==> config.mk <==
export PLATFORM = sky130hd
export DESIGN_NAME = fetch_queue
export DESIGN_NICKNAME = d
export VERILOG_FILES = /design/src/rtl/fetch_queue.sv
export SDC_FILE = /design/constraint.sdc
export NUM_CORES = 1
export LEC_CHECK = 0
export BUFFER_PORTS_ARGS = -buffer_cell sky130_fd_sc_hd__clkbuf_2
export CAP_MARGIN = 10
export CORE_ASPECT_RATIO = 1.1
export CORE_MARGIN = 2
export CORE_UTILIZATION = 33
export CTS_CLUSTER_SIZE = 12
export DETAILED_ROUTE_END_ITERATION = 8
export PLACE_DENSITY = 0.62
export SYNTH_ARGS = -nofsm -noshare
export SYNTH_HDL_FRONTEND = slang
export SYNTH_SLANG_ARGS = --single-unit
==> constraint.sdc <==
create_clock -name clk -period 6.1 [get_ports clk]
set_input_delay 0.61 -clock clk [delete_from_list [all_inputs] [get_ports clk]]
set_output_delay 0.61 -clock clk [all_outputs]
set_load 0.03 [all_outputs]
==> src/rtl/fetch_queue.sv <==
// ---------------------------------------------------------------------------
// fetch_queue
//   Decoupling FIFO between instruction fetch and decode. It holds up to DEPTH
//   {pc, inst} pairs from instruction memory and shows the oldest pair to
//   decode. A control-flow redirect (flush) discards every buffered pair.
//
// Parameters
//   DEPTH   number of entries (power of two, >= 2)
//   PC_W    pc width
//   INST_W  instruction word width
//
// Ports
//   clk        rising-edge clock
//   rst        synchronous, active-high reset
//   flush      discard all entries (redirect)
//   in_valid   fetch offers a pair this cycle
//   in_ready   queue can accept a pair (registered state only)
//   in_pc      pc of the offered instruction
//   in_inst    offered instruction word
//   out_valid  oldest pair is available to decode
//   out_ready  decode consumes the oldest pair this cycle
//   out_pc     pc of the oldest entry, 0 when empty
//   out_inst   oldest instruction word, 0 when empty
//   count      current occupancy, 0..DEPTH
// ---------------------------------------------------------------------------
module fetch_queue #(
    parameter int DEPTH  = 4,
    parameter int PC_W   = 64,
    parameter int INST_W = 32
) (
    input  logic                       clk,
    input  logic                       rst,
    input  logic                       flush,
    input  logic                       in_valid,
    output logic                       in_ready,
    input  logic [PC_W-1:0]            in_pc,
    input  logic [INST_W-1:0]          in_inst,
    output logic                       out_valid,
    input  logic                       out_ready,
    output logic [PC_W-1:0]            out_pc,
    output logic [INST_W-1:0]          out_inst,
    output logic [$clog2(DEPTH):0]     count
);

    localparam int PTR_W = $clog2(DEPTH);
    localparam int CNT_W = PTR_W + 1;

    localparam logic [CNT_W-1:0] CNT_FULL = CNT_W'(DEPTH);
    localparam logic [CNT_W-1:0] CNT_ONE  = CNT_W'(1);
    localparam logic [PTR_W-1:0] PTR_ONE  = PTR_W'(1);

    logic [PC_W-1:0]   mem_pc   [DEPTH];
    logic [INST_W-1:0] mem_inst [DEPTH];

    logic [PTR_W-1:0]  wr_ptr;
    logic [PTR_W-1:0]  rd_ptr;
    logic [CNT_W-1:0]  occ;

    logic push;
    logic pop;

    // Both handshakes depend only on registered occupancy, so there is no
    // combinational path from out_ready to in_ready: a full queue refuses a
    // push even while it is being popped.
    assign in_ready  = (occ != CNT_FULL);
    assign out_valid = (occ != '0);

    assign push = in_valid  & in_ready;
    assign pop  = out_valid & out_ready;

    assign count = occ;

    // Zero the head when empty so decode never sees stale storage.
    assign out_pc   = out_valid ? mem_pc[rd_ptr]   : '0;
    assign out_inst = out_valid ? mem_inst[rd_ptr] : '0;

    // Pointer and occupancy state. rst and flush both restart from slot 0;
    // pointers are a power-of-two width so they wrap naturally.
    always_ff @(posedge clk) begin
        if (rst) begin
            wr_ptr <= '0;
            rd_ptr <= '0;
            occ    <= '0;
        end else if (flush) begin
            wr_ptr <= '0;
            rd_ptr <= '0;
            occ    <= '0;
        end else begin
            if (push) begin
                wr_ptr <= wr_ptr + PTR_ONE;
            end
            if (pop) begin
                rd_ptr <= rd_ptr + PTR_ONE;
            end
            if (push && !pop) begin
                occ <= occ + CNT_ONE;
            end else if (pop && !push) begin
                occ <= occ - CNT_ONE;
            end
        end
    end

    // Storage has no reset; a write is suppressed whenever the pointers are
    // being cleared so a pair offered during rst/flush is never retained.
    always_ff @(posedge clk) begin
        if (push && !rst && !flush) begin
            mem_pc[wr_ptr]   <= in_pc;
            mem_inst[wr_ptr] <= in_inst;
        end
    end

endmodule

==> flow_summary_export.csv <==
group,metric,value,unit
grt,largest_net_degree_at_the_start_of_global_routing,68,
power_and_ir_drop,totalPowerFinal,6.13,mW
placement,place_ws,2.96,ns
grt,first_global_vias,7603,
setup_path,timing.critical_path.slowest_cell_delay,1.04,ns
floorplanning,coreArea,44600,µm²
final_layout,fin_cells,1491,
detailed_routing,postRouteAntennaNets,0,
synthesis,ys.warnings.count,0,
clocking,clock_latency,0.56,ns
sta,finalHoldViolations,0,
grt,grt_overflow,0,
detailed_routing,initialDrtViolationCount,355,
floorplanning,row_count,81,
floorplanning,floorplan.die.height,227,µm
clocking,path_clk_slew,0.06,ns
sta,final.setup_skew,0.0249,ns
final_layout,area.growth.synth_to_final,20.0,%
placement,dp_hpwl,17200,µm
detailed_routing,drt_pass_1_iters,4,
sta,fmax,0.276,GHz
sta,final-setup-viol-count,0,
final_layout,layout.core_utilization,40.3,%
clocking,tritoncts,"done",
detailed_routing,detail_route.wl_per_cell,20.2,µm
sta,totalNegativeSetupSlack,0,ns
synthesis,postSynthCellCount,658,
grt,grt_antenna_before_repair,2,
placement,gpl_congestion,0.690,
synthesis,synthesis.area,15000,µm²
floorplanning,initial_core_util,33.5,%
setup_path,required,5.49,ns
detailed_routing,num_vias,7082,
synthesis,synth_cell_type_count,27,
worst_hold_path,hold_path.class,"input pin to register",
setup_path,cp_slowest_cell,"dfxtp_4",
clocking,clk_buf_depth,3,
setup_path,critical_path.endpoint_type,"output pin",
floorplanning,pin_count,202,
sta,max_slew.worst_pin.slew,1.09,ns
placement,portBuffers,201,
clocking,cts_repair_resize_count,0,
placement,postPlaceCellArea,16600,µm²
sta,final_slew_viol_count,0,
sta,max-slew-margin-rel,27.1,%
sta,grt_setup_unrepaired,"false",
final_layout,nNetsFinal,984,
sta,hold-worst-slack,0.264,ns
grt,total_grt_usage,12.9,%
synthesis,total_of_flip_flops_plus_latches_after_synthesis,393,
outcome,outcome,"finished clean",
clocking,htree_num_levels,2,
clocking,clk_root_buffer_cell,"clkbuf_16",
clocking,numCtsBuffers,44,
sta,finalWorstSetupSlack,2.48,ns
sta,finalCriticalPeriod,3.62,ns
setup_path,wp_data_arrival,3.01,ns
floorplanning,chipWidth,207,µm
sta,period_share,59.4,%
power_and_ir_drop,power.density_cell_area,341,nW/µm²
grt,grt_pass1_wl,44900,µm
final_layout,layout-drive-gt1-share,41.1,%
detailed_routing,drt_wl_total,30200,µm
detailed_routing,drt_drc_violations_left,0,
power_and_ir_drop,power.leakage,6.01,nW
clocking,numClockSinks,393,
setup_path,cp-start-kind,"register",
setup_path,timing.critical_path.cells,"buf_4 > mux4_2 > and2_1 > clkbuf_2",
synthesis,synth_nets,765,
setup_path,critPathKind,"register to output pin",
floorplanning,die_area,47000,µm²
clocking,holdBufCountCts,0,
synthesis,ys_seq_area_share,78.3,%
detailed_routing,vias_per_cell,4.75,
placement,placed_cells,1412,
clocking,cts.repair_timing.setup_buffer_count,0,
final_layout,design_area,17900,µm²
setup_path,crit_fanout,62,
final_layout,final_antenna_diode_count,0,
flow_run,timing.max_cap.violations,0,
synthesis,post_synth.cell_area_avg,22.7,µm²
power_and_ir_drop,power.ir.vdd_worst,0.241,mV
## metal layers
layer  track usage (%)  share of wire (%)
met1              17.4                 43
met2              19.8                 46
met3              3.91                8.2
met4              4.71                2.3
met5                 0              0.089
## state kept, by name, indices dropped and copies added (netlist names), named ones only
register,count
mem_pc,256
mem_inst,128
wr_ptr,2
count,3
rd_ptr,2
## path summary, 6_finish.rpt
check	startpoint	to	slack, ns	cells past startpoint
max	register	out_pc[62]	2.48	4
min	in_pc[5]	mem_pc[0][5]$_DFFE_PP_	0.26	1
max reg2reg	count[0]$_SDFFE_PP0P_	mem_pc[1][62]$_DFFE_PP_	3.06	4
min reg2reg	rd_ptr[1]$_SDFFE_PP0P_	rd_ptr[1]$_SDFFE_PP0P_	0.52	2
## worst max-delay path: cells and delay by family, from the launching register on
kind,cells,cell delay (ns)
and+or+nand+nor,1,0.19
DFF,1,1.04
buffers and inverters,2,0.80
muxes,1,0.38
## cells in the mapped netlist, drive strengths merged
cell	n	area, µm²
nand2	1	3.75
edfxtp	384	11500
o311ai	1	8.76
nor2	6	22.5
mux4	96	2160
xor2	4	35.0
o21ai	2	10.0
ha	5	62.6
inv	3	11.3
buf	17	131
and2	97	607
dfxtp	9	180
a21oi	1	5.00
o31ai	2	20.0
fa	1	20.0
or3b	1	11.3
mux2i	1	10.0
clkbuf	18	70.1
or3	2	12.5
or2	1	6.26
nand4	2	12.5
and3	4	25.0
## kinds of logic (layout without fill, tap and decap cells)
logic type | after synthesis | count (layout) | synth area share (%)
adder cells (fa/ha/maj) | 6 | 6 | 0.552
AO/OA/AOI/OAI | 6 | 6 | 0.293
flip-flops | 393 | 393 | 78.3
XOR/XNOR | 4 | 4 | 0.234
multiplexers | 97 | 97 | 14.5
AND/OR/NAND/NOR | 114 | 114 | 4.68
buffers and inverters | 38 | 290 | 1.42
## placed cells by master, fill, tap and decap left out, drive strengths merged
cell type	n
a21oi	1
and2	97
and3	4
buf	7
bufinv	2
clkbuf	264
clkinv	10
dfxtp	9
edfxtp	384
fa	1
ha	5
inv	7
mux2i	1
mux4	96
nand2	1
nand4	2
nor2	6
o21ai	2
o311ai	1
o31ai	2
or2	1
or3	2
or3b	1
xor2	4
## area by class of cell
class | instances | area, µm²
inverter | 3 | 11.3
tap | 581 | 727
fill | 4005 | 26600
clock inverter | 16 | 148
multi-input combinational | 227 | 3060
timing repair buffer | 208 | 1070
sequential | 393 | 11700
clock buffer | 63 | 1210
## where the power goes
group / total [mW] / internal, mW / switching, mW
logic: 0.620 / 0.204 / 0.416
registers: 3.02 / 3.00 / 0.0198
clock network: 2.49 / 1.48 / 1.01
total: 6.13 / 4.68 / 1.45
(Power assumes the default switching activity.)
